## config.mk

```make
export PLATFORM = sky130hd
export DESIGN_NAME = pir_alarm_ctrl
export DESIGN_NICKNAME = d
export VERILOG_FILES = /design/src/rtl/pir_alarm_ctrl.sv
export SDC_FILE = /design/constraint.sdc
export NUM_CORES = 1
export LEC_CHECK = 0
export BUFFER_PORTS_ARGS = -buffer_cell sky130_fd_sc_hd__buf_4
export CORE_MARGIN = 4
export CORE_UTILIZATION = 35
export DETAILED_ROUTE_END_ITERATION = 6
export PLACE_DENSITY = 0.51
export SLEW_MARGIN = 20
export SYNTH_ARGS = -nofsm -noshare
export SYNTH_HDL_FRONTEND = slang
export SYNTH_SLANG_ARGS = --single-unit
```

## constraint.sdc

```tcl
create_clock -name clk -period 4.7 [get_ports clk]
set_input_delay 0.94 -clock clk [delete_from_list [all_inputs] [get_ports clk]]
set_output_delay 0.94 -clock clk [all_outputs]
set_load 0.1 [all_outputs]
```

## src/rtl/pir_alarm_ctrl.sv

```systemverilog
// PIR alarm sequencer: arm/disarm with exit delay, camera capture req/ack,
// patterned buzzer/LED alarm, cooldown, and status/IRQ toward the PS.
module pir_alarm_ctrl #(
    parameter int TICK_DIV      = 100000,
    parameter int ARM_DELAY_T   = 5000,
    parameter int CAP_TIMEOUT_T = 200,
    parameter int ALARM_T       = 10000,
    parameter int BEEP_T        = 250,
    parameter int COOLDOWN_T    = 2000,
    parameter int CNT_W         = 16
) (
    input  logic             clk,
    input  logic             rst_n,
    input  logic             arm,
    input  logic             disarm,
    input  logic             motion,
    input  logic             ack,
    input  logic             clr_stat,
    input  logic             cap_ack,
    output logic             cap_req,
    output logic             led,
    output logic             buzzer,
    output logic             alarm_active,
    output logic             irq,
    output logic [2:0]       state,
    output logic [CNT_W-1:0] event_cnt,
    output logic             cap_err
);

    localparam int            PW         = (TICK_DIV > 1) ? $clog2(TICK_DIV) : 1;
    localparam logic [PW-1:0] PRESC_LAST = PW'(TICK_DIV - 1);
    localparam logic [31:0]   ARM_LAST   = 32'(ARM_DELAY_T - 1);
    localparam logic [31:0]   CAP_LAST   = 32'(CAP_TIMEOUT_T - 1);
    localparam logic [31:0]   ALARM_LAST = 32'(ALARM_T - 1);
    localparam logic [31:0]   BEEP_LAST  = 32'(BEEP_T - 1);
    localparam logic [31:0]   COOL_LAST  = 32'(COOLDOWN_T - 1);

    typedef enum logic [2:0] {
        S_DISARMED = 3'd0,
        S_ARMING   = 3'd1,
        S_ARMED    = 3'd2,
        S_CAPTURE  = 3'd3,
        S_ALARM    = 3'd4,
        S_COOLDOWN = 3'd5
    } state_t;

    state_t        st;
    logic [PW-1:0] presc;
    logic [31:0]   timer;
    logic [31:0]   beep_cnt;
    logic          tick;
    logic          motion_q;
    logic          motion_rise;
    logic          disarm_pend;
    logic          cap_timeout;
    logic          cnt_inc;
    logic          alarm_exit;

    assign state       = st;
    assign tick        = (presc == PRESC_LAST);
    assign motion_rise = motion & ~motion_q;
    assign cap_timeout = (st == S_CAPTURE) && tick && (timer == CAP_LAST) && !cap_ack;
    assign alarm_exit  = ack || (!motion_rise && tick && (timer == ALARM_LAST));

    // A motion edge is only counted when the FSM actually acts on it; in CAPTURE
    // a pending disarm does not suppress the count.
    assign cnt_inc = motion_rise &&
                     ((st == S_CAPTURE) ||
                      (!disarm && ((st == S_ARMED) || ((st == S_ALARM) && !ack))));

    always_ff @(posedge clk or negedge rst_n) begin
        if (!rst_n) begin
            presc    <= '0;
            motion_q <= 1'b0;
        end else begin
            presc    <= tick ? '0 : presc + PW'(1);
            motion_q <= motion;
        end
    end

    always_ff @(posedge clk or negedge rst_n) begin
        if (!rst_n) begin
            st           <= S_DISARMED;
            timer        <= '0;
            beep_cnt     <= '0;
            disarm_pend  <= 1'b0;
            cap_req      <= 1'b0;
            led          <= 1'b0;
            buzzer       <= 1'b0;
            alarm_active <= 1'b0;
            irq          <= 1'b0;
        end else begin
            irq <= 1'b0;
            if (tick) timer <= timer + 32'd1;

            // Disarm during CAPTURE must not withdraw cap_req, so it is deferred.
            if (disarm && (st != S_CAPTURE)) begin
                st           <= S_DISARMED;
                timer        <= '0;
                beep_cnt     <= '0;
                disarm_pend  <= 1'b0;
                cap_req      <= 1'b0;
                led          <= 1'b0;
                buzzer       <= 1'b0;
                alarm_active <= 1'b0;
            end else begin
                case (st)
                    S_DISARMED: begin
                        if (arm) begin
                            st    <= S_ARMING;
                            timer <= '0;
                        end
                    end
                    S_ARMING: begin
                        if (tick && (timer == ARM_LAST)) begin
                            st    <= S_ARMED;
                            timer <= '0;
                        end
                    end
                    S_ARMED: begin
                        if (motion_rise) begin
                            st          <= S_CAPTURE;
                            timer       <= '0;
                            cap_req     <= 1'b1;
                            disarm_pend <= 1'b0;
                        end
                    end
                    S_CAPTURE: begin
                        if (disarm) disarm_pend <= 1'b1;
                        if (cap_ack || cap_timeout) begin
                            cap_req     <= 1'b0;
                            timer       <= '0;
                            disarm_pend <= 1'b0;
                            if (disarm_pend || disarm) begin
                                st <= S_DISARMED;
                            end else begin
                                st           <= S_ALARM;
                                irq          <= 1'b1;
                                alarm_active <= 1'b1;
                                led          <= 1'b1;
                                buzzer       <= 1'b1;
                                beep_cnt     <= '0;
                            end
                        end
                    end
                    S_ALARM: begin
                        if (alarm_exit) begin
                            st           <= S_COOLDOWN;
                            timer        <= '0;
                            led          <= 1'b0;
                            buzzer       <= 1'b0;
                            alarm_active <= 1'b0;
                        end else if (motion_rise) begin
                            timer    <= '0;
                            beep_cnt <= '0;
                            buzzer   <= 1'b1;
                        end else if (tick) begin
                            if (beep_cnt == BEEP_LAST) begin
                                beep_cnt <= '0;
                                buzzer   <= ~buzzer;
                            end else begin
                                beep_cnt <= beep_cnt + 32'd1;
                            end
                        end
                    end
                    S_COOLDOWN: begin
                        if (tick && (timer == COOL_LAST)) begin
                            st    <= S_ARMED;
                            timer <= '0;
                        end
                    end
                    default: begin
                        st           <= S_DISARMED;
                        timer        <= '0;
                        beep_cnt     <= '0;
                        disarm_pend  <= 1'b0;
                        cap_req      <= 1'b0;
                        led          <= 1'b0;
                        buzzer       <= 1'b0;
                        alarm_active <= 1'b0;
                    end
                endcase
            end
        end
    end

    // clr_stat has priority over a coincident increment or timeout.
    always_ff @(posedge clk or negedge rst_n) begin
        if (!rst_n) begin
            event_cnt <= '0;
            cap_err   <= 1'b0;
        end else if (clr_stat) begin
            event_cnt <= '0;
            cap_err   <= 1'b0;
        end else begin
            if (cnt_inc && (event_cnt != {CNT_W{1'b1}})) event_cnt <= event_cnt + CNT_W'(1);
            if (cap_timeout) cap_err <= 1'b1;
        end
    end

endmodule

```

==> results.yml <==
status:
  status: "complete, no violations"
logic_synthesis:
  synth_edf_count: 0
  yosysTopAreaCell: "dfrtp_1"
  synth_common_cells: "dfrtp_1 (107), nor2_1 (89), nand2_1 (63), nand3_1 (41), xor2_1 (33)"
  synth.most_common_cell: "dfrtp_1"
  async_flop_share: 1.00
  synth_fp_nets: 663
  seq_area_frac_synth: 0.450
  synth_area_leaders: "dfrtp_1 (45%), nor2_1 (5.6%), xor2_1 (4.9%)"
  ys_ff_latch: 107
  yosysWarnings: 0
  yosysUniqueCellTypes: 64
  ys.flop_type: "dfrtp_1"
  syn_area_per_cell_um2: 9.15
  synth_top_area_frac: 0.450
  synth_cells: 650
  synth_area_um2: 5950
finish:
  drive_gt1_frac: 0.106
  syn_to_final_growth_pct: 12.7
  antennaDiodeCount: 0
  fillers: 1623
  fin_util: 0.403
  layout.nets: 686
  fin_area_um2: 6700
clocking:
  postCtsSetupRepairBufs: 0
  cts_buffers: 9
  htreeDepth: 3
  clkTransAtPathRegs_ns: 0.07
  cts_root_buf: "clkbuf_16"
  cts_tree: "done"
  cts_hold_buf: 0
  clk_latency_ns: 0.35
  cts-resized-gates: 0
  cts.path.max_buffers: 2
  cts_num_sinks: 107
timing:
  finClkSkew_ns: 0.0116
  worst_pin_slew_ns: 0.953
  fin_ws_ns: 1.48
  rsz0062_at_grt: "no"
  hold_viol_final: 0
  slew_viol_final: 0
  max_freq_ghz: 0.310
  setup_violations: 0
  maxSlewHeadroom: 0.359
  period_share: 0.686
  period_minus_slack_ns: 3.22
  fin_tns_setup_ns: 0
routing:
  drt_iter0_markers: 392
  first_pass_iters: 4
  vias: 4986
  ant_nets: 0
  wirelength_um: 14300
  routed_via_density: 5.55
  drt_drc_violations_left: 0
  wire_per_inst_um: 15.9
place:
  io_buffers: 32
  place_congestion: 0.879
  dpl-instance-area_um2: 6410
  place_worst_setup_slack_ns: 1.52
  dp_hpwl_um: 9930
setup_path:
  critPathLaunch: "timer[29]"
  cp_data_required_time_ns: 4.91
  worstSetupPathType: "flip-flop to flip-flop"
  worstRegToRegCells: 7
  cpPeakStageDelay_ns: 0.61
  ff2ff_setup_slack_ns: 1.48
  crit_path_end: "beep_cnt[25]"
  worstPathArrival_ns: 3.44
  r2r_end: "beep_cnt[25]"
  cp-end-kind: "flip-flop"
  cp.depth: 7
  critPathBufInv: 1
  r2r_start: "timer[29]"
  slowest_stage: "a21oi_2"
  critical-path-top-delay-family: "simple AND/OR/NAND/NOR gates"
  cp-start-kind: "flip-flop"
  cp_max_fo: 15
  worstPathCellList: "or4_1 > or4b_4 > nor4_4 > o21ai_2 > a21oi_2 > buf_4 > a31oi_1"
global_route:
  grt_pass1_wl_um: 23800
  antenna_found_initial: 0
  grt_max_degree: 68
  overflow: 0
  grtUsageTotal: 0.148
  grt_pass1_vias: 4736
flow_run:
  cap_viol_max_count: 0
floorplanning:
  die_w_um: 138
  io_pins: 33
  die_y_um: 138
  fp.coreArea_um2: 16600
  initial_core_util: 0.357
  dieArea_um2: 19100
  fp-row-count: 47
hold_path:
  holdPathStages: 1
  hp-start: "presc[0]"
  hold_class: "flip-flop to flip-flop"
power_and_ir_drop:
  peakVddDrop_uv: 270
  power_density_nw_per_um2: 324
  p_leak_nw: 2.74
==> how the worst min path moves through the flow <==
stage / endpoint / slack, ns
after floorplan: presc[0] / 0.45
after global placement: presc[0] / 0.47
after detailed placement: presc[0] / 0.48
after CTS: presc[0] / 0.49
after global routing: presc[0] / 0.50
final: presc[0] / 0.48
==> worst register-to-register path: stages (launching register included) <==
cell	delay, ns
dfrtp_1	0.42
or4_1	0.56
or4b_4	0.52
nor4_4	0.38
o21ai_2	0.17
a21oi_2	0.61
buf_4	0.32
a31oi_1	0.11
==> area by class of cell <==
cell class | instances | area, um2 | area share
Inverter | 12 | 45.0 | 0.00672
Timing Repair Buffer | 40 | 300 | 0.0448
Tap cell | 220 | 275 | 0.0411
Clock inverter | 6 | 45.0 | 0.00672
Clock buffer | 10 | 239 | 0.0357
Multi-Input combinational cell | 503 | 3120 | 0.465
Sequential cell | 107 | 2680 | 0.400
==> report_power, final <==
part | internal, mW | switching, mW
Clock | 0.380 | 0.356
Combinational | 0.119 | 0.339
Sequential | 0.943 | 0.0362
==> per-layer routing <==
layer,vias up,track usage,share of wire
met3,21,0.0221,0.036
met5,-,0,0
li1,2419,-,-
met1,2445,0.223,0.50
met2,101,0.217,0.44
met4,0,0.0546,0.017
==> placed cells by master, fill, tap and decap left out, types with 9 or more instances in the layout <==
cell and n:
a21oi_1 22, a31oi_1 27, and3_1 20, and4_1 12, buf_4 40, clkbuf_16 9
dfrtp_1 107, inv_1 12, nand2_1 63, nand3_1 41, nand4_1 30, nor2_1 89
nor3_1 16, nor4_1 18, o21ai_0 11, xnor2_1 24, xor2_1 33
==> registers in the layout, indices dropped and copies added (netlist names) <==
| signal | flops |
|---|---|
| alarm_active | 1 |
| disarm_pend | 1 |
| timer | 32 |
| beep_cnt | 32 |
| event_cnt | 16 |
| cap_err | 1 |
| motion_q | 1 |
| cap_req | 1 |
| presc | 17 |
| state | 3 |
| buzzer | 1 |
| irq | 1 |
==> per-stage QoR <==
stage	total power, mW	cells	hold WS (ns)
after floorplan	1.33	650	0.448
after global placement	1.45	882	0.465
after detailed placement	1.45	882	0.477
after CTS	2.20	898	0.487
after global routing	2.28	898	0.503
final	2.17	898	0.480
==> cell families after synthesis <==
family | synth area share
simple gates | 0.296
compound gates | 0.120
mux | 0.0105
buf+inv | 0.0286
xor+xnor | 0.0840
flops | 0.450
fa+ha+maj | 0.0105
No activity file was read; power rests on OpenSTA's default activity.
